==> src/rtl/instr_mem_loadable.sv <==
// Byte-addressed instruction memory for the MIPS fetch stage.
// Registered 1-cycle read, fetch request/stall handshake, alignment and
// range error detection, and a byte-serial program-load port.
module instr_mem_loadable #(
  parameter int unsigned DEPTH_BYTES = 256,
  parameter bit          BIG_ENDIAN  = 1'b1,
  parameter logic [31:0] NOP_WORD    = 32'h0000_0000
) (
  input  logic                          clk,
  input  logic                          rst_n,
  input  logic                          fetch_req,
  input  logic [31:0]                   fetch_addr,
  input  logic                          fetch_stall,
  output logic [31:0]                   instruction,
  output logic                          instr_valid,
  output logic                          fetch_err,
  input  logic                          load_start,
  input  logic                          load_valid,
  input  logic [7:0]                    load_byte,
  input  logic                          load_last,
  output logic                          load_busy,
  output logic                          load_done,
  output logic                          load_ovf,
  output logic [$clog2(DEPTH_BYTES):0]  load_count
);

  localparam int unsigned AW        = $clog2(DEPTH_BYTES);
  localparam int unsigned CW        = AW + 1;
  localparam logic [31:0] LAST_WORD = 32'(DEPTH_BYTES - 4);
  localparam logic [CW-1:0] PTR_FULL = CW'(DEPTH_BYTES);

  typedef enum logic {
    S_IDLE = 1'b0,
    S_LOAD = 1'b1
  } state_t;

  state_t        r_state;
  logic [CW-1:0] r_load_ptr;
  logic          r_load_busy;
  logic          r_load_done;
  logic          r_load_ovf;
  logic [31:0]   r_instruction;
  logic          r_instr_valid;
  logic          r_fetch_err;
  logic [7:0]    r_mem [DEPTH_BYTES];

  logic          w_ptr_full;
  logic          w_wr_en;
  logic          w_addr_ok;
  logic          w_accept;
  logic [AW-1:0] w_base;
  logic [7:0]    w_b0;
  logic [7:0]    w_b1;
  logic [7:0]    w_b2;
  logic [7:0]    w_b3;
  logic [31:0]   w_word;

  // The pointer doubles as the byte count; it saturates at DEPTH_BYTES.
  assign w_ptr_full = (r_load_ptr == PTR_FULL);
  assign w_wr_en    = (r_state == S_LOAD) & ~load_start & load_valid & ~w_ptr_full;

  // Full 32-bit compare so high addresses never wrap into the array.
  assign w_addr_ok  = (fetch_addr[1:0] == 2'b00) && (fetch_addr <= LAST_WORD);
  assign w_accept   = (r_state == S_IDLE) & fetch_req & ~fetch_stall & ~load_start;

  // Bad addresses are steered to word 0 so no index ever leaves the array.
  assign w_base = w_addr_ok ? fetch_addr[AW-1:0] : '0;
  assign w_b0   = r_mem[w_base];
  assign w_b1   = r_mem[w_base + AW'(1)];
  assign w_b2   = r_mem[w_base + AW'(2)];
  assign w_b3   = r_mem[w_base + AW'(3)];
  assign w_word = BIG_ENDIAN ? {w_b0, w_b1, w_b2, w_b3} : {w_b3, w_b2, w_b1, w_b0};

  // Byte-wide storage; deliberately not reset so contents survive rst_n.
  always_ff @(posedge clk) begin
    if (w_wr_en) begin
      r_mem[r_load_ptr[AW-1:0]] <= load_byte;
    end
  end

  // Load state machine: pointer, overflow flag and done pulse.
  always_ff @(posedge clk or negedge rst_n) begin
    if (!rst_n) begin
      r_state     <= S_IDLE;
      r_load_ptr  <= '0;
      r_load_busy <= 1'b0;
      r_load_done <= 1'b0;
      r_load_ovf  <= 1'b0;
    end else begin
      r_load_done <= 1'b0;
      case (r_state)
        S_IDLE: begin
          if (load_start) begin
            r_state     <= S_LOAD;
            r_load_busy <= 1'b1;
            r_load_ptr  <= '0;
            r_load_ovf  <= 1'b0;
          end
        end
        S_LOAD: begin
          if (load_start) begin
            r_load_ptr <= '0;
            r_load_ovf <= 1'b0;
          end else if (load_valid) begin
            if (w_ptr_full) begin
              r_load_ovf <= 1'b1;
            end else begin
              r_load_ptr <= r_load_ptr + CW'(1);
            end
            if (load_last) begin
              r_state     <= S_IDLE;
              r_load_busy <= 1'b0;
              r_load_done <= 1'b1;
            end
          end
        end
      endcase
    end
  end

  // Fetch output register: stall holds, accept updates, otherwise drop valid.
  always_ff @(posedge clk or negedge rst_n) begin
    if (!rst_n) begin
      r_instruction <= '0;
      r_instr_valid <= 1'b0;
      r_fetch_err   <= 1'b0;
    end else if (fetch_stall) begin
      r_instruction <= r_instruction;
      r_instr_valid <= r_instr_valid;
      r_fetch_err   <= r_fetch_err;
    end else if (w_accept) begin
      r_instruction <= w_addr_ok ? w_word : NOP_WORD;
      r_instr_valid <= 1'b1;
      r_fetch_err   <= ~w_addr_ok;
    end else begin
      r_instr_valid <= 1'b0;
    end
  end

  assign instruction = r_instruction;
  assign instr_valid = r_instr_valid;
  assign fetch_err   = r_fetch_err;
  assign load_busy   = r_load_busy;
  assign load_done   = r_load_done;
  assign load_ovf    = r_load_ovf;
  assign load_count  = r_load_ptr;

endmodule

==> config.mk <==
export PLATFORM = sky130hd
export DESIGN_NAME = instr_mem_loadable
export DESIGN_NICKNAME = d
export VERILOG_FILES = /design/src/rtl/instr_mem_loadable.sv
export SDC_FILE = /design/constraint.sdc
export NUM_CORES = 2
export LEC_CHECK = 0
export ABC_AREA = 1
export BUFFER_PORTS_ARGS = -buffer_cell sky130_fd_sc_hd__buf_4
export CORE_MARGIN = 2
export CORE_UTILIZATION = 50
export CTS_CLUSTER_SIZE = 40
export DETAILED_ROUTE_END_ITERATION = 7
export PLACE_DENSITY = 0.69
export RECOVER_POWER = 25
export SYNTH_ARGS = -nofsm -noshare
export SYNTH_HDL_FRONTEND = slang
export SYNTH_SLANG_ARGS = --single-unit
==> constraint.sdc <==
create_clock -name clk -period 4.1 [get_ports clk]
set_clock_uncertainty 0.05 [all_clocks]
set_input_delay 0.82 -clock clk [delete_from_list [all_inputs] [get_ports clk]]
set_output_delay 0.82 -clock clk [all_outputs]
set_load 0.1 [all_outputs]
# After elaboration in Yosys (flattened, before gate mapping)
# Memories as Yosys holds them, arrays and structs flattened.
# Index checks and enable logic that the tools add are counted.
classes:
  eq_ne: 8
  magnitude_cmp: 1
  n_mux: 29
  bitwise_logic: 11
  div_mod_pow: 0
  add_sub_neg: 4
  shifts: 0
  n_mul: 0
  n_reduce_logical: 6
op_table:
  columns: ["operator", "count"]
  rows:
  - ["2-to-1 mux 9 bit", 4]
  - ["<= comparator 32 x 8 -> 1 bit (second input constant)", 1]
  - ["2-to-1 mux 32 bit", 1]
  - ["2-to-1 mux 1 bit", 19]
  - ["case mux 9 bit (2 select lines)", 1]
  - ["adder 8 x 2 -> 8 bit (second input constant)", 2]
  - ["adder 9 x 1 -> 9 bit (second input constant)", 1]
  - ["== test 9 bit (second input constant)", 1]
  - ["adder 8 x 1 -> 8 bit (second input constant)", 1]
  - ["2-to-1 mux 8 bit", 1]
  - ["!= test 2 bit (second input constant)", 4]
  - ["AND 1 bit", 6]
  - ["!= test 3 bit (second input constant)", 2]
  - ["case mux 1 bit (2 select lines)", 3]
  - ["AND reduction 3 bit", 2]
  - ["NOT 1 bit", 5]
  - ["AND reduction 4 bit", 1]
  - ["!= test 3 x 2 -> 1 bit (second input constant)", 1]
  - ["zero test 2 bit", 1]
  - ["AND reduction 2 bit", 1]
  - ["logical AND 1 bit", 1]
totals:
  input_bits: 47
  rom_bits: 0
  latchBits: 0
  n_memories: 1
  register_bits: 47
  wordCells: 68
  ramBits: 2048
  output_inout_bits: 46
mem_list:
  columns: ["name", "words", "width", "read_ports", "rd_ports_with_merged_regs", "write_ports", "line", "text"]
  rows:
  - ["r_mem", 256, 8, 4, 0, 1, "45", "logic [7:0] r_mem [DEPTH_BYTES];"]

# Longest topological paths before layout
logic_depth:
  ltp_word: 6
  depth_mapped: 23
  mapped_depth_nobuf: 17

# Least setup slack after synthesis
# Ideal clock, no wire load.
synth_path:
  path_kind: "input -> register"
  from: "in fetch_addr[11]"
  to: "reg r_instruction[11], in the netlist instruction[11]"
  arrival_ns: 3.577
  t_required_ns: 3.925
  cell_stages: 21
  slack_ns: 0.348
  setup_time_ns: 0.125
  path_buffers: 9
  cell_sequence: "nor2_1 nand3_1 nor2_1 nand4_1 buf_2 inv_2 buf_6 buf_2 buf_2 ha_1 buf_2 buf_4 buf_2 buf_2 clkbuf_1 o211ai_1 nand3_1 o211ai_1 nand3_1 a21oi_1 o21ai_1"
synth_via:
  elab_chain_cells: 6
synth_lines:
  columns: ["element", "line", "text"]
  rows:
  - ["start, declared", "12", "input logic [31:0] fetch_addr,"]
  - ["<= comparator 32 x 8 -> 1 bit (*)", "63", "assign w_addr_ok = (fetch_addr[1:0] == 2'b00) && (fetch_addr <= LAST_WORD);"]
  - ["logical AND 1 bit (*)", "63", null]
  - ["2-to-1 mux 8 bit", "67", "assign w_base = w_addr_ok ? fetch_addr[AW-1:0] : '0;"]
  - ["adder 8 x 2 -> 8 bit", "70", "assign w_b2 = r_mem[w_base + AW'(2)];"]
  - ["memory (256 x 8 bit)", null, null]
  - ["2-to-1 mux 32 bit (*)", "132", "r_instruction <= w_addr_ok ? w_word : NOP_WORD;"]
  - ["end signal, assigned", "128", "r_instruction <= r_instruction;"]
  - ["end signal, assigned", "132", null]
  - ["end, declared", "42", "logic [31:0] r_instruction;"]
# Mark *: on every way between the ends. The rest lies on a longest branch, timed or not.
# A chain may end at the register's enable or synchronous reset.

# Worst setup path after layout
layout_path:
  from: "in load_byte[6]"
  to: "mem r_mem[81][6] (data pin)"
layout_lines:
  columns: ["element", "line", "text"]
  rows:
  - ["start, declared", "19", "input logic [7:0] load_byte,"]
  - ["end, declared", "45", null]
# Straight into the memory's write port.

==> results by group <==
Outcome
  • Status: finished, violations left
  • Failing checks: DRC, capacitance limit, slew limit

Cells and area
  • Fin cells: 10.7k
  • Nets: 8173
  • Most frequent cells in the layout: edfxtp_1, nand3_1, nand2_1
  • Fraction of layout cells with a size suffix above 1: 13.3%
  • Area grow syn2layout: 12.8%
  • Most common cell after layout, fill and taps aside: edfxtp_1
  • Final core area utilization: 56.7%

STA
  • Slew headroom: -258%
  • Final setup fails: 0
  • RSZ-0062 raised after global routing: false
  • Worst setup margin: 0.420 ns
  • Slew Limit Fails: 1099
  • Slew @ Worst Pin: 5.37 ns
  • Fin Setup TNS: 0 ns
  • Fmax: 272 MHz
  • Final period utilization: 89.7%
  • Final Critical Period: 3.68 ns
  • Hold Vio Cnt, Final: 0

Place
  • Post-DP HPWL: 166000 µm
  • PortBufs: 92
  • Dpl cells: 10.3k
  • Pre-CTS WS: 0.247 ns
  • Final Wtd Congestion: 0.986

Power and ir drop
  • Power share of the clock group: 42.1%
  • Int Pwr: 34.6 mW
  • Comb power frac: 4.6%
  • Pleak: 37.1 nW
  • Seq pwr share: 53.3%
  • Worst IR Drop VDD: 0.428 mV
  • PD cells: 427 nW/µm²
  • Switching Fraction: 21.7%
  • Switching power: 9.58 mW
  • Pwr Total: 44.2 mW

Drt
  • Via Count: 65.1k
  • Routed WL: 271000 µm
  • 1st-iter DRT viols: 9828
  • Iteration count of the initial detailed-routing pass: 8
  • Antenna viol nets, final: 0
  • Avg WL per Cell: 25.3 µm
  • Drc violations: 1
  • Via-per-instance ratio: 6.09

GRT
  • Vias in the first global route: 62.5k
  • Total GRT Usage: 28.5%
  • Grt ovf: 0
  • First-pass GRT wire length: 398000 µm
  • Largest net degree at the start of global routing: 768
  • Initial antenna violation count: 8

Synthesis
  • Mean instance size in the synthesized netlist: 11.5 µm²
  • Mapped Area: 91800 µm²
  • Mapped Cells: 7971
  • Synth cell types: 36
  • Post-synthesis async set-or-reset flop share: 2.24%
  • Post-synthesis sequential element count: 2095
  • Post-synth EDFFs: 2048
  • Post-synth top flop: edfxtp_1
  • Synth Warn #: 0
  • Sequential area share after synthesis: 68.3%

Critical path
  • Worst setup SP type: primary input
  • Worst Path Required: 4.65 ns
  • WS Path Type: primary input to register
  • CP max stage cell: clkbuf_1
  • Crit-path max FO: 60
  • Max incr delay on CP: 2.57 ns
  • Cell chain of the critical path: clkbuf_1 > buf_4
  • WP data arrival: 4.23 ns
  • Crit. End Element: register
  • Buf/Inv on CP: 2
  • CP delay by family, top: buffers and inverters

Clock tree
  • Hold_buf cts: 0
  • Root Buffer: clkbuf_16
  • H-tree depth: 4
  • CTS buffer count: 208
  • CTS Sinks: 2095
  • CTS clock-pin slew for the worst setup and hold paths: 0.06 ns
  • Resize count post-CTS: 0
  • CTS tree: yes
  • Longest Clk Path Bufs: 3
  • Postcts setup bufs: 0
  • Worst skew pair latency: 0.86 ns

Die
  • Die height: 433 µm
  • Ports: 93
  • Die boundary width: 433 µm
  • Core area: 183000 µm²
  • Initial core utilization: 50.3%
  • Number of placement rows: 157
  • Die area: 187000 µm²

Worst hold path
  • Hold Crit Class: primary input to register

Run
  • Max_cap viols: 11
through the flow:
step / hold WS [ns] / instance area, µm²
finish: 0.152 / 104000
global route: 0.154 / 104000
CTS: 0.0480 / 104000
detailed placement: 0.430 / 97100
global placement: 0.423 / 97100
floorplan: 0.433 / 91800
cell type report:
cell class              count  area, µm²
multi-input cells        4806      24900
repair buffers            509       4530
clock inverters           113        960
well taps                2385       2980
flip-flops and latches   2095      62700
inverters                 498       1890
diodes                      5       12.5
clock buffers             277       5660
fillers                 14700      79100
cells in the mapped netlist, types with 2 or more instances:
cell / number / area [µm²]
edfxtp_1: 2048 / 61500
nand3_1: 1779 / 8900
nand2_1: 1715 / 6440
inv_1: 489 / 1840
o211ai_1: 435 / 3270
nor2_1: 323 / 1210
clkbuf_1: 307 / 1150
mux2_2: 290 / 3270
buf_2: 173 / 866
o21ai_0: 106 / 531
buf_1: 66 / 248
a21oi_1: 62 / 310
mux2i_1: 52 / 521
dfrtp_1: 47 / 1180
buf_4: 24 / 180
ha_1: 8 / 100
o21ai_1: 8 / 40.0
inv_2: 7 / 26.3
nor3_1: 6 / 30.0
buf_6: 4 / 45.0
nand4_1: 3 / 18.8
clkinv_1: 2 / 7.51
nand2_2: 2 / 12.5
nor2_2: 2 / 12.5
nor2_4: 2 / 22.5
worst paths after layout:
check                                 from               to  slack [ns]  depth (start not counted)
setup / recovery              load_byte[6]     r_mem[81][6]        0.42                          2
hold / removal                 fetch_stall      instr_valid        0.15                          3
setup reg to reg             load_count[0]     r_mem[13][6]        0.63                         11
hold reg to reg            instruction[11]  instruction[11]        0.44                          2
max in group asynchronous            rst_n   instruction[9]        2.42                          1
min in group asynchronous            rst_n   instruction[5]        0.45                          1
sequential cells by signal (all words and copies together) (netlist names):
register	cells
fetch_err	1
instr_valid	1
instruction	32
load_busy	1
load_count	9
load_done	1
load_ovf	1
r_mem	2048
r_state	1
routing by layer:
layer | GRT usage, % | routed length, µm | vias up
met4 | 14.5 | 14400 | 4
met5 | 0 | 24 | -
met3 | 4.77 | 27000 | 694
met2 | 44.8 | 126000 | 3932
met1 | 38.3 | 104000 | 31800
li1 | - | - | 28800
logic make-up (layout without fill, tap and decap cells):
logic type,count (synthesis),after routing,share of synthesized area [%]
AOI/OAI and AO/OA,615,615,4.55
xor gates and xnor gates,2,2,0.0273
adders and majority gates,8,8,0.109
buffers and inverters,1072,1397,4.75
DFF,2095,2095,68.3
muxes,342,342,4.12
other,1,8,0.00408
and+or+nand+nor,3836,3836,18.2
power groups by stage:
| stage | registers [mW] | clock network [mW] | logic [mW] |
|---|---|---|---|
| 2_1_floorplan | 24.0 | 0 | 1.09 |
| 3_3_place_gp | 24.0 | 0 | 1.88 |
| 3_5_place_dp | 24.0 | 0 | 1.91 |
| 4_1_cts | 23.5 | 18.8 | 1.92 |
| 5_1_grt | 23.5 | 19.5 | 2.16 |
| 6_report | 23.6 | 18.6 | 2.02 |
Power figures use the tool's default switching activity.
